==> src/rtl/mem_sram_ctrl_pkg.sv <==
// Shared types and defaults for the MEM-stage SRAM controller.
package mem_pkg;

  localparam int SRAM_DW               = 16;
  localparam int DEF_BASE_ADDR         = 1024;
  localparam int DEF_ACCESS_CYCLES     = 3;

  // Access sequencer states; a 32-bit access is two 16-bit half-accesses.
  typedef enum logic [2:0] {
    IDLE  = 3'd0,
    RD_LO = 3'd1,
    RD_HI = 3'd2,
    WR_LO = 3'd3,
    WR_HI = 3'd4,
    DONE  = 3'd5
  } mem_state_e;

endpackage

==> src/rtl/sram_phase_counter.sv <==
// Cycle counter for one SRAM half-access phase; last flags the final cycle.
module sram_phase_counter #(
  parameter int ACCESS_CYCLES = 3
) (
  input  logic       clk,
  input  logic       rst_n,
  input  logic       clear,
  input  logic       enable,
  input  logic       load,
  input  logic [3:0] load_val,
  output logic [3:0] count,
  output logic       last
);

  // Clear has priority so every phase starts from zero regardless of enable.
  always_ff @(posedge clk or negedge rst_n) begin
    if (!rst_n) begin
      count <= 4'd0;
    end else if (clear) begin
      count <= 4'd0;
    end else if (load) begin
      count <= load_val;
    end else if (enable) begin
      count <= count + 4'd1;
    end
  end

  assign last = (count == 4'(ACCESS_CYCLES - 1));

endmodule

==> src/rtl/mem_sram_ctrl.sv <==
// MEM-stage data-memory controller for a 16-bit external SRAM.
// Handshake: the pipeline presents MEM_R_EN/MEM_W_EN with the address and
// store data and holds them while ready is low (freeze = ~ready); the access
// is accepted in IDLE and completes in the cycle where ready returns high
// (DONE). Enables are only looked at in IDLE, so they may drop mid-access.
module mem_sram_ctrl
  import mem_pkg::*;
#(
  parameter int BASE_ADDR     = DEF_BASE_ADDR,
  parameter int ACCESS_CYCLES = DEF_ACCESS_CYCLES,  // legal range 2..15
  parameter int SRAM_AW       = 18
) (
  input  logic               clk,
  input  logic               rst,
  input  logic               MEM_R_EN,
  input  logic               MEM_W_EN,
  input  logic [31:0]        ALU_result,
  input  logic [31:0]        ST_val,
  output logic               ready,
  output logic [31:0]        read_data,
  output logic [SRAM_AW-1:0] SRAM_ADDR,
  output logic               SRAM_WE_N,
  output logic [SRAM_DW-1:0] SRAM_DQ_out,
  output logic               SRAM_DQ_oe,
  input  logic [SRAM_DW-1:0] SRAM_DQ_in,
  output mem_state_e         state_dbg
);

  mem_state_e         state_q, state_d;
  logic [SRAM_AW-2:0] idx_q;
  logic [31:0]        st_q;
  logic [31:0]        rd_q;
  logic [31:0]        byte_off;
  logic [SRAM_AW-2:0] idx_calc;
  logic               unused_off_bits;
  logic               req;
  logic               cnt_clear;
  logic               cnt_en;
  logic               cnt_last;
  logic [3:0]         cnt;

  assign req      = MEM_R_EN | MEM_W_EN;
  // Word index relative to BASE_ADDR; high bits wrap, byte offset is dropped.
  assign byte_off = ALU_result - 32'(BASE_ADDR);
  assign idx_calc = byte_off[SRAM_AW:2];
  assign unused_off_bits = ^{byte_off[31:SRAM_AW+1], byte_off[1:0], cnt};

  sram_phase_counter #(
    .ACCESS_CYCLES(ACCESS_CYCLES)
  ) u_phase_cnt (
    .clk     (clk),
    .rst_n   (rst),
    .clear   (cnt_clear),
    .enable  (cnt_en),
    .load    (1'b0),
    .load_val(4'd0),
    .count   (cnt),
    .last    (cnt_last)
  );

  // State register.
  always_ff @(posedge clk or negedge rst) begin
    if (!rst) begin
      state_q <= IDLE;
    end else begin
      state_q <= state_d;
    end
  end

  // Capture the word index and store data when a request is accepted.
  always_ff @(posedge clk or negedge rst) begin
    if (!rst) begin
      idx_q <= '0;
      st_q  <= 32'd0;
    end else if (state_q == IDLE && req) begin
      idx_q <= idx_calc;
      st_q  <= ST_val;
    end
  end

  // Sample each read half on the last cycle of its phase.
  always_ff @(posedge clk or negedge rst) begin
    if (!rst) begin
      rd_q <= 32'd0;
    end else if (state_q == RD_LO && cnt_last) begin
      rd_q[15:0] <= SRAM_DQ_in;
    end else if (state_q == RD_HI && cnt_last) begin
      rd_q[31:16] <= SRAM_DQ_in;
    end
  end

  // Next-state, phase counter control and ready.
  always_comb begin
    state_d   = state_q;
    cnt_clear = 1'b0;
    cnt_en    = 1'b0;
    ready     = 1'b0;
    case (state_q)
      IDLE: begin
        ready     = ~req;
        cnt_clear = 1'b1;
        if (MEM_R_EN)      state_d = RD_LO;
        else if (MEM_W_EN) state_d = WR_LO;
      end
      RD_LO, WR_LO, RD_HI, WR_HI: begin
        if (cnt_last) begin
          cnt_clear = 1'b1;
          case (state_q)
            RD_LO:   state_d = RD_HI;
            WR_LO:   state_d = WR_HI;
            default: state_d = DONE;
          endcase
        end else begin
          cnt_en = 1'b1;
        end
      end
      DONE: begin
        ready     = 1'b1;
        cnt_clear = 1'b1;
        state_d   = IDLE;
      end
      default: begin
        state_d   = IDLE;
        cnt_clear = 1'b1;
      end
    endcase
  end

  // SRAM pins decode from registered state only; WE_N rises on the last
  // cycle of a write phase so the address never moves under an active strobe.
  always_comb begin
    SRAM_ADDR   = '0;
    SRAM_WE_N   = 1'b1;
    SRAM_DQ_oe  = 1'b0;
    SRAM_DQ_out = '0;
    case (state_q)
      RD_LO: SRAM_ADDR = {idx_q, 1'b0};
      RD_HI: SRAM_ADDR = {idx_q, 1'b1};
      WR_LO: begin
        SRAM_ADDR   = {idx_q, 1'b0};
        SRAM_DQ_oe  = 1'b1;
        SRAM_DQ_out = st_q[15:0];
        SRAM_WE_N   = cnt_last;
      end
      WR_HI: begin
        SRAM_ADDR   = {idx_q, 1'b1};
        SRAM_DQ_oe  = 1'b1;
        SRAM_DQ_out = st_q[31:16];
        SRAM_WE_N   = cnt_last;
      end
      default: ;
    endcase
  end

  assign read_data = rd_q;
  assign state_dbg = state_q;

endmodule
==> config.mk <==
export PLATFORM = sky130hd
export DESIGN_NAME = mem_sram_ctrl
export DESIGN_NICKNAME = d
export VERILOG_FILES = /design/src/rtl/mem_sram_ctrl_pkg.sv /design/src/rtl/sram_phase_counter.sv /design/src/rtl/mem_sram_ctrl.sv
export SDC_FILE = /design/constraint.sdc
export NUM_CORES = 1
export LEC_CHECK = 0
export BUFFER_PORTS_ARGS = -buffer_cell sky130_fd_sc_hd__buf_2
export CAP_MARGIN = 20
export CORE_MARGIN = 8
export CORE_UTILIZATION = 52
export CTS_CLUSTER_DIAMETER = 80
export DETAILED_ROUTE_END_ITERATION = 12
export GPL_TIMING_DRIVEN = 0
export PLACE_DENSITY_LB_ADDON = 0.08
export SLEW_MARGIN = 20
export SYNTH_ARGS = -nofsm -noshare
export SYNTH_HDL_FRONTEND = slang
export SYNTH_HIERARCHICAL = 1
export SYNTH_SLANG_ARGS = --single-unit
==> constraint.sdc <==
create_clock -name clk -period 3.7 [get_ports clk]
set_clock_uncertainty 0.05 [all_clocks]
set_input_delay 0.185 -clock clk [delete_from_list [all_inputs] [get_ports clk]]
set_output_delay 0.185 -clock clk [all_outputs]
set_load 0.01 [all_outputs]
# Word-level counts from Yosys, hierarchy flattened
# Index checks and enable logic that the tools add are counted.
# Widths: inputs -> output; s select.
[word_totals]
out_inout_bits = 72
mem_bits_rw = 0
ff_bits = 88
mem_bits_ro = 0
memories = 0
input_bits = 84
latchBits = 0
[op_classes]
bitwise = 3
muxes = 16
div_mod_pow = 0
n_shift = 0
addsub = 2
reduce_logical = 11
magnitude_cmp = 0
n_eq_ne = 8
n_mul = 0
[ops]
columns = ["op", "n"]
rows = [
  ["$pmux 18 s2", 1],
  ["$pmux 16 s2", 1],
  ["$sub 19x11->19 const B", 1],
  ["$pmux 3 s2", 2],
  ["$mux 3", 3],
  ["$mux 4", 2],
  ["$eq 3x2->1 const B", 2],
  ["$eq 3x3->1 const B", 2],
  ["$mux 1", 6],
  ["$reduce_or 2->1", 3],
  ["$add 4x1->4 const B", 1],
  ["$eq 4x2->1 const B", 1],
  ["$reduce_and 2->1", 2],
  ["$reduce_or 4->1", 1],
  ["$eq 3x1->1 const B", 1],
  ["$logic_and 1x1->1", 3],
  ["$logic_not 3->1", 1],
  ["$ne 3x3->1 const B", 1],
  ["$ne 2x2->1 const B", 1],
  ["$not 1->1", 2],
  ["$pmux 1 s2", 1],
  ["$reduce_bool 2->1", 1],
  ["$or 1x1->1", 1],
]

# Depth between registers and ports, before layout
# Gate-level depths: netlist of run 1.
[logic_depth]
depth_word = 5
depth_mapped = 7
depth_no_buf = 7

# Cells and area by module
# The synthesis of run 1 kept the hierarchy.
[modules_own_cells]
columns = ["mod", "cells_per_inst", "n_inst", "area_each_um2"]
rows = [
  ["mem_sram_ctrl", 268, 1, 3679.8],
  ["sram_phase_counter", 27, 1, 257.7],
]

# Worst setup path after synthesis of run 1
# OpenSTA, ideal clock, no wires.
[synth_path]
path_kind = "flip-flop to flip-flop"
start = "register u_phase_cnt.count[0]"
end = "register rd_q[21] (netlist: read_data[21])"
t_arrival_ns = 2.220
setup_time_ns = 0.125
path_stages_with_launch = 8
slack_ns = 1.305
cell_sequence = "dfrtp_1 > inv_1 > ha_1 > nor3b_1 > nand3b_1 > nor2_1 > buf_4 > mux2_2"
[synth_between]
elab_chain_len = 4
word_cells_on_any_way = 5
cone_classes = "1 x eq/ne; 1 x bitwise; 3 x reduce/logical"
[synth_lines]
columns = ["element", "line", "text"]
rows = [
  ["start: declaration", "sram_phase_counter.sv:11", "output logic [3:0] count,"],
  ["start signal: assignment", "sram_phase_counter.sv:22", "count <= load_val;"],
  ["start signal: assignment", "sram_phase_counter.sv:24", "count <= count + 4'd1;"],
  ["$eq 4x2->1 *", "sram_phase_counter.sv:28", "assign last = (count == 4'(ACCESS_CYCLES - 1));"],
  ["named net cnt_last", "mem_sram_ctrl.sv:39", "logic cnt_last;"],
  ["$logic_and 1x1->1", "mem_sram_ctrl.sv:85", "end else if (state_q == RD_LO && cnt_last) begin"],
  ["$not 1->1 (no source line)", "n/a", ""],
  ["$reduce_and 2->1 (no source line) *", "n/a", ""],
  ["end signal: assignment", "mem_sram_ctrl.sv:88", "rd_q[31:16] <= SRAM_DQ_in;"],
  ["end: declaration", "mem_sram_ctrl.sv:32", "logic [31:0] rd_q;"],
]
# The timed path passes the listed nets; every way through them passes the cells marked *.
# A chain may end at the register's enable or synchronous reset.

# Worst setup path in the final report of run 1
[layout_path]
start = "register u_phase_cnt.count[0]"
end = "register rd_q[30] (netlist: read_data[30])"
# The elaborated chain is that of the path after synthesis.

==> run_summary.xml, run 1 <==
<?xml version="1.0" encoding="UTF-8"?>
<metrics>
  <group name="status">
    <metric name="status" unit="">completed</metric>
  </group>
  <group name="critical_path">
    <metric name="slowest_delay" unit="ns">0.77</metric>
    <metric name="crit_chain" unit="">inv_1, ha_1, nor3b_1, nand3b_1, nor2_1, buf_4, mux2_2</metric>
    <metric name="timing.critical_path.slowest_stage_cell" unit="">nor3b_1</metric>
    <metric name="critical_path_arrival" unit="ns">3.26</metric>
    <metric name="cpLargestDelayFamily" unit="">simple AND/OR/NAND/NOR gates</metric>
    <metric name="number_of_buffers_and_inverters_on_the_critical_path" unit="">2</metric>
    <metric name="worstPathMaxFanout" unit="">10</metric>
    <metric name="criticalPathCategory" unit="">reg2reg</metric>
    <metric name="start_kind" unit="">flip-flop</metric>
    <metric name="worst-endpoint-required" unit="ns">3.87</metric>
    <metric name="end_kind" unit="">flip-flop</metric>
  </group>
  <group name="global_route">
    <metric name="grt_usage" unit="%">18.3</metric>
    <metric name="global_route_wire_length_before_repair" unit="mm">14.9</metric>
    <metric name="vias_in_the_first_global_route" unit="">3034</metric>
    <metric name="grt-ovfl-total" unit="">0</metric>
    <metric name="grt_start_max_net_pins" unit="">51</metric>
    <metric name="grt_antenna_before_repair" unit="">0</metric>
  </group>
  <group name="floorplan">
    <metric name="initial_utilization" unit="%">54.0</metric>
    <metric name="die_width" unit="µm">103</metric>
    <metric name="chipHeight" unit="µm">103</metric>
    <metric name="floorplan_core_area" unit="µm²">7290</metric>
    <metric name="floorplan.rows" unit="">31</metric>
    <metric name="floorplan.die_area" unit="µm²">10600</metric>
    <metric name="ios" unit="">156</metric>
  </group>
  <group name="power_and_ir_drop">
    <metric name="seq_power_share" unit="%">40.2</metric>
    <metric name="pwr_density_cell" unit="nW/µm²">816</metric>
    <metric name="internal_power" unit="mW">2.66</metric>
    <metric name="share_comb_of_total_power" unit="%">44.7</metric>
    <metric name="pwr-share-clk" unit="%">15.1</metric>
    <metric name="largest_vdd_supply_drop" unit="µV">385</metric>
    <metric name="power.switching_fraction" unit="%">34.7</metric>
    <metric name="switchingPower" unit="mW">1.41</metric>
    <metric name="leakage" unit="nW">2.44</metric>
  </group>
  <group name="detailed_routing">
    <metric name="wl_per_cell" unit="µm">16.7</metric>
    <metric name="routed_wirelength" unit="mm">9.23</metric>
    <metric name="routed_via_density" unit="">5.11</metric>
    <metric name="detail_route.iter0.violations" unit="">49</metric>
    <metric name="final_antenna_net_count" unit="">0</metric>
    <metric name="drtPass1Iterations" unit="">4</metric>
    <metric name="drcViolationCount" unit="">0</metric>
    <metric name="num_vias" unit="">2832</metric>
  </group>
  <group name="clock_tree">
    <metric name="tritoncts_clock_tree" unit="">done</metric>
    <metric name="cts-buffers-inserted" unit="">9</metric>
    <metric name="cts_repair_resize_count" unit="">0</metric>
    <metric name="cts.root.buffer_cell" unit="">clkbuf_8</metric>
    <metric name="htree_num_levels" unit="">3</metric>
    <metric name="worstSkewPairLatency" unit="ns">0.33</metric>
    <metric name="cts_post_setup_buffers_inserted" unit="">0</metric>
    <metric name="clkSlewWorstSetupHoldPaths" unit="ns">0.09</metric>
    <metric name="buffers_from_clock_root_to_sink_at_most" unit="">2</metric>
    <metric name="numClockSinks" unit="">88</metric>
  </group>
  <group name="place">
    <metric name="numPortBuffers" unit="">140</metric>
    <metric name="placed_cells_incl_taps" unit="">539</metric>
    <metric name="detailedPlacementHpwl" unit="mm">7.07</metric>
    <metric name="gpl.final_weighted_congestion" unit="">0.836</metric>
  </group>
  <group name="sta">
    <metric name="min_period_over_period" unit="%">83.5</metric>
    <metric name="report.final.slew_viol_count" unit="">0</metric>
    <metric name="worst_pin_slew" unit="ns">0.954</metric>
    <metric name="finalWorstPathRequiredPeriod" unit="ns">3.09</metric>
    <metric name="rsz0062_at_grt" unit="">no</metric>
    <metric name="setup_total_negative_slack" unit="ns">0</metric>
    <metric name="setup_violations" unit="">0</metric>
    <metric name="relSlewSlack" unit="%">36.2</metric>
    <metric name="maximum_clock_frequency" unit="GHz">0.324</metric>
    <metric name="timing_hold_violations_final" unit="">0</metric>
  </group>
  <group name="layout">
    <metric name="final_layout_size_suffix_gt1_share" unit="%">55.4</metric>
    <metric name="area_growth" unit="%">26.8</metric>
    <metric name="instances_no_fill" unit="">554</metric>
    <metric name="fillers" unit="">614</metric>
    <metric name="finish.net_count" unit="">539</metric>
    <metric name="antenna-diode-count" unit="">0</metric>
    <metric name="layout_commonest_cell" unit="">buf_2</metric>
    <metric name="final_cell_mix" unit="">148 x buf_2, 88 x dfrtp_1, 74 x mux2_2</metric>
  </group>
  <group name="synthesis">
    <metric name="synth_top_area_share" unit="%">55.9</metric>
    <metric name="synth.ff_latch_count" unit="">88</metric>
    <metric name="synthDominantAreaCellType" unit="">dfrtp_1</metric>
    <metric name="yosysWarningCount" unit="">6</metric>
    <metric name="synth_enable_flop_cells" unit="">0</metric>
    <metric name="synthesized_instance_count" unit="">295</metric>
    <metric name="post_synth.cell_area_avg" unit="µm²">13.3</metric>
    <metric name="synth.distinct_cells" unit="">42</metric>
    <metric name="yosys-top-cells-area" unit="">dfrtp_1 56%, mux2_2 21%, a22o_1 3.6%</metric>
    <metric name="async_reset_ff_share" unit="%">100</metric>
    <metric name="synth_ff_type" unit="">dfrtp_1</metric>
    <metric name="ys_seq_area_share" unit="%">55.9</metric>
    <metric name="syn-cell-area" unit="µm²">3940</metric>
  </group>
  <group name="hold_path">
    <metric name="hp-class" unit="">in2reg</metric>
  </group>
  <group name="job">
    <metric name="max-cap-violations" unit="">0</metric>
  </group>
</metrics>
-- power groups by stage --
stage | clock, mW | combinational, mW | sequential [mW]
CTS | 0.631 | 1.86 | 1.64
finish | 0.614 | 1.82 | 1.64
floorplan | 0 | 1.11 | 1.69
global placement | 0 | 1.82 | 1.63
detailed placement | 0 | 1.86 | 1.66
global route | 0.667 | 2.00 | 1.71
-- state kept, by name, summed over array words and instances, names as in the netlist --
signal	flops
state_dbg	3
idx_q	17
u_phase_cnt/count	4
read_data	32
st_q	32
-- cell families (layout without fill, tap and decap cells) --
logic type	Yosys count	after routing	synth area share [%]
other	1	5	0.0952
AOI/OAI and AO/OA	47	47	8.74
buffers and inverters	21	177	2.76
xor gates and xnor gates	6	6	1.33
adders and majority gates	3	3	0.953
DFF	88	88	55.9
and+or+nand+nor	54	54	8.77
muxes	75	75	21.4
-- worst reg2reg max path: cells and delay by family (launching register included) --
| family | cells | cell delay [ns] |
|---|---|---|
| adder cells (fa/ha/maj) | 1 | 0.13 |
| buffers and inverters | 2 | 0.40 |
| flip-flops | 1 | 0.42 |
| multiplexers | 1 | 0.36 |
| AND/OR/NAND/NOR | 3 | 1.62 |
-- stage by stage --
step / hold slack, ns / cell area (µm²) / setup slack (ns) / utilization (%) / power [mW]
2_1_floorplan: -0.161 / 3950 / 1.30 / - / 2.80
3_3_place_gp: 0.366 / 4780 / 0.615 / 65.5 / 3.45
3_5_place_dp: 0.148 / 4810 / 0.591 / 65.9 / 3.52
4_1_cts: 0.00445 / 4990 / 0.573 / 68.5 / 4.14
5_1_grt: 0.00647 / 4990 / 0.446 / 68.5 / 4.38
6_report: 0.0138 / 4990 / 0.612 / 68.5 / 4.07
-- worst paths after layout --
check / from / slack, ns / depth (start not counted) / end
worst min-delay path: ALU_result[5] / 0.01 / 2 / idx_q[3]
worst min register to register: idx_q[11] / 0.44 / 1 / idx_q[11]
worst max-delay path: u_phase_cnt/count[0] / 0.61 / 7 / read_data[30]
worst max register to register: u_phase_cnt/count[0] / 0.61 / 7 / read_data[30]
max in group asynchronous: rst / 2.65 / 3 / st_q[13]
min in group asynchronous: rst / 0.32 / 2 / idx_q[3]
-- cells in the mapped netlist (all sizes together) (3+ instances only) --
master and count:
nor2 7, o31ai 5, a22o 16, or4 3, nor2b 5, o21a 4, buf 14, nor3 3
o21ai 4, a21oi 7, dfrtp 88, and2 18, xnor2 4, or2 4, a211oi 3, ha 3
inv 5, a31oi 4, mux2 74
-- timing repair --
item / CTS / global route
hold buffers: 1 / 0
endpoints found under the setup margin: 0 / 0
hold endpoints to repair: 38 / 0
-- metal layers --
metal | GRT usage [%] | wire length, µm | up-vias
li1 | - | - | 1366
met1 | 21.2 | 3760 | 1373
met2 | 31.0 | 4530 | 84
met3 | 6.41 | 848 | 9
met4 | 5.67 | 93 | 0
met5 | 0 | 0 | -
-- area by class of cell --
cell class                      instances  area (µm²)  area share (%)
Sequential cell                        88        2200            44.1
Multi-Input combinational cell        190        1640            32.9
Timing Repair Buffer                  142         741            14.8
Clock buffer                           10         128            2.56
Tap cell                               99         124            2.48
Buffer                                 16        90.1            1.80
Clock inverter                          4        47.5           0.952
Inverter                                5        18.8           0.376
Power figures use the tool's default switching activity.
==> inputs of run 2 (changes only) <==
CORE_UTILIZATION = 44   (was 52)
clock period = 2.5 ns   (was 3.7 ns; I/O delays follow)
==> run 2 against run 1 <==
Sequential power up 49%. Critical endpoint is now read_data[9]. Highest routed layer unchanged. Setup slack got worse by 0.51 ns. Clock power increased by 52%. Non-clock buffer count rose by 63. Critical path type unchanged. Critical path depth stayed put. Sequential cell count did not move. Sequential share of layout area decreased by 5.4 points. Clock-buffer cell count unchanged. Largest cell class unchanged. Fmax is 29% higher. Combinational power is 60% higher. Power up 55%.
==> run_summary.xml, run 2 (synthesis results as in run 1) <==
<?xml version="1.0" encoding="UTF-8"?>
<metrics>
  <group name="sta">
    <metric name="setup_violations" unit="">0</metric>
    <metric name="setup_total_negative_slack" unit="ns">0</metric>
    <metric name="timing_hold_violations_final" unit="">0</metric>
    <metric name="final.setup.worst_slack" unit="ns">0.103</metric>
    <metric name="worst_pin_slew" unit="ns">0.551</metric>
    <metric name="relSlewSlack" unit="%">63.3</metric>
    <metric name="report.final.slew_viol_count" unit="">0</metric>
    <metric name="maximum_clock_frequency" unit="GHz">0.417</metric>
    <metric name="min_period_over_period" unit="%">95.9</metric>
    <metric name="hold-worst-slack" unit="ns">0.0237</metric>
    <metric name="finalWorstPathRequiredPeriod" unit="ns">2.40</metric>
  </group>
  <group name="detailed_routing">
    <metric name="detail_route.iter0.violations" unit="">90</metric>
    <metric name="drcViolationCount" unit="">0</metric>
    <metric name="drtPass1Iterations" unit="">4</metric>
    <metric name="num_vias" unit="">3153</metric>
    <metric name="final_antenna_net_count" unit="">0</metric>
    <metric name="routed_wirelength" unit="mm">10.8</metric>
    <metric name="routed_via_density" unit="">5.01</metric>
    <metric name="wl_per_cell" unit="µm">17.2</metric>
  </group>
  <group name="layout">
    <metric name="fillers" unit="">705</metric>
    <metric name="final_layout_size_suffix_gt1_share" unit="%">51.5</metric>
    <metric name="finish.net_count" unit="">602</metric>
    <metric name="area.sequential" unit="µm²">2200</metric>
    <metric name="area_growth" unit="%">44.6</metric>
    <metric name="layout_commonest_cell" unit="">buf_2</metric>
    <metric name="final_cell_mix" unit="">147 x buf_2, 88 x dfrtp_1, 74 x mux2_2</metric>
    <metric name="multiInputGateArea" unit="µm²">1690</metric>
  </group>
  <group name="clock_tree">
    <metric name="cts.root.buffer_cell" unit="">clkbuf_8</metric>
    <metric name="htree_num_levels" unit="">3</metric>
    <metric name="buffers_from_clock_root_to_sink_at_most" unit="">2</metric>
    <metric name="worstSkewPairLatency" unit="ns">0.35</metric>
    <metric name="cts-buffers-inserted" unit="">9</metric>
    <metric name="numClockSinks" unit="">88</metric>
    <metric name="clkSlewWorstSetupHoldPaths" unit="ns">0.09</metric>
    <metric name="tritoncts_clock_tree" unit="">done</metric>
  </group>
  <group name="floorplan">
    <metric name="chipHeight" unit="µm">111</metric>
    <metric name="floorplan.rows" unit="">34</metric>
    <metric name="floorplan.die_area" unit="µm²">12200</metric>
    <metric name="floorplan_core_area" unit="µm²">8720</metric>
    <metric name="ios" unit="">156</metric>
    <metric name="initial_utilization" unit="%">45.2</metric>
    <metric name="die_width" unit="µm">111</metric>
  </group>
  <group name="global_route">
    <metric name="grt_start_max_net_pins" unit="">50</metric>
    <metric name="grt_antenna_before_repair" unit="">1</metric>
    <metric name="gr-usage-met2" unit="%">30.2</metric>
    <metric name="grt.met3_usage" unit="%">5.09</metric>
    <metric name="vias_in_the_first_global_route" unit="">3409</metric>
    <metric name="grt-ovfl-total" unit="">0</metric>
    <metric name="grt_usage" unit="%">17.6</metric>
    <metric name="global_route_wire_length_before_repair" unit="mm">17.7</metric>
    <metric name="top_usage_layer" unit="">met2</metric>
    <metric name="groute.layer.met1.usage" unit="%">20.7</metric>
  </group>
  <group name="power_and_ir_drop">
    <metric name="pwr-share-clk" unit="%">14.8</metric>
    <metric name="switchingPower" unit="mW">2.27</metric>
    <metric name="largest_vdd_supply_drop" unit="µV">574</metric>
    <metric name="leakage" unit="nW">2.73</metric>
    <metric name="pwr_density_cell" unit="nW/µm²">1110</metric>
    <metric name="seq_power_share" unit="%">38.9</metric>
    <metric name="power.switching_fraction" unit="%">36.1</metric>
    <metric name="share_comb_of_total_power" unit="%">46.3</metric>
    <metric name="internal_power" unit="mW">4.02</metric>
  </group>
  <group name="critical_path">
    <metric name="worst_setup_path_startpoint" unit="">u_phase_cnt/count[0]</metric>
    <metric name="crit_chain" unit="">inv_1, ha_1, nor3b_4, nor4bb_1, buf_2, buf_2, mux2_2</metric>
    <metric name="timing.critical_path.slowest_stage_cell" unit="">dfrtp_1</metric>
    <metric name="criticalPathCategory" unit="">reg2reg</metric>
    <metric name="start_kind" unit="">flip-flop</metric>
    <metric name="critical_path.reg2reg.startpoint" unit="">u_phase_cnt/count[0]</metric>
    <metric name="end_kind" unit="">flip-flop</metric>
    <metric name="worst-endpoint-required" unit="ns">2.68</metric>
    <metric name="critPathMostFrequentCell" unit="">buf_2</metric>
    <metric name="cpLargestDelayFamily" unit="">buffers and inverters</metric>
    <metric name="worstPathMaxFanout" unit="">10</metric>
    <metric name="slowest_delay" unit="ns">0.43</metric>
    <metric name="number_of_buffers_and_inverters_on_the_critical_path" unit="">3</metric>
    <metric name="critical_path_arrival" unit="ns">2.58</metric>
  </group>
  <group name="place">
    <metric name="detailedPlacementHpwl" unit="mm">7.38</metric>
    <metric name="dp_slack" unit="ns">-0.629</metric>
    <metric name="gpl.final_weighted_congestion" unit="">0.787</metric>
    <metric name="numPortBuffers" unit="">140</metric>
  </group>
  <group name="status">
    <metric name="status" unit="">completed</metric>
  </group>
  <group name="job">
    <metric name="max-cap-violations" unit="">0</metric>
  </group>
  <group name="hold_path">
    <metric name="hp-class" unit="">in2reg</metric>
    <metric name="holdCritStartpoint" unit="">ALU_result[15]</metric>
  </group>
</metrics>
-- run 2: cell count changes in the layout (fill, tap and decap cells not counted), moves of 2 or more --
cell           before  now
nor2_1              6    3
buf_4               4   10
nor2_4              0    3
clkinv_2            2    0
clkbuf_2            0    2
clkbuf_1            3    1
dlygate4sd3_1       1   58
clkinv_4            0    2
-- run 2: area by class of cell --
class | count | area share (%)
Antenna cell | 1 | 0.0439
Buffer | 16 | 1.67
Clock buffer | 10 | 2.42
Clock inverter | 6 | 0.923
Inverter | 5 | 0.330
Multi-Input combinational cell | 190 | 29.8
Sequential cell | 88 | 38.7
Tap cell | 108 | 2.37
Timing Repair Buffer | 205 | 23.8
-- run 2: repair_timing --
action / CTS / global route
setup endpoints to repair: 52 / 29
gates resized for setup: 9 / 4
pin swaps: 0 / 1
hold buffers: 58 / 0
hold endpoints to repair: 112 / 0
setup buffers: 0 / 6
-- run 2: worst paths after layout --
check                               end  slack [ns]  cells past startpoint
setup / recovery           read_data[9]        0.10                      7
hold / removal                idx_q[13]        0.02                      3
setup reg to reg           read_data[9]        0.10                      7
hold reg to reg               idx_q[11]        0.44                      1
max in group asynchronous      st_q[21]        1.54                      3
min in group asynchronous      idx_q[3]        0.25                      2
-- run 2: power by group through the flow --
stage,Sequential [mW],Clock (mW),Combinational (mW)
finish,2.45,0.932,2.91
floorplan,2.50,0,1.65
detailed placement,2.46,0,2.76
CTS,2.45,0.968,2.87
global route,2.54,1.01,3.19
global placement,2.43,0,2.70
-- run 2: per-stage QoR --
| step | instances | instance area, µm² | power [mW] | util, % |
|---|---|---|---|---|
| floorplan | 299 | 3950 | 4.15 | - |
| global placement | 547 | 4790 | 5.14 | 54.9 |
| detailed placement | 548 | 4820 | 5.22 | 55.3 |
| CTS | 622 | 5630 | 6.29 | 64.5 |
| global route | 629 | 5690 | 6.74 | 65.3 |
| finish | 629 | 5690 | 6.30 | 65.3 |
-- run 2: layer usage --
| layer | vias to the layer above | wire length [µm] |
|---|---|---|
| li1 | 1490 | - |
| met1 | 1570 | 4510 |
| met2 | 82 | 5570 |
| met3 | 11 | 623 |
| met4 | 0 | 96 |
| met5 | - | 0 |
-- run 2: tightest hold or removal path, delay by kind of cell --
kind / cells / cell delay, ns
buffers and inverters: 1 / 0.12
AO/OA/AOI/OAI: 2 / 0.15
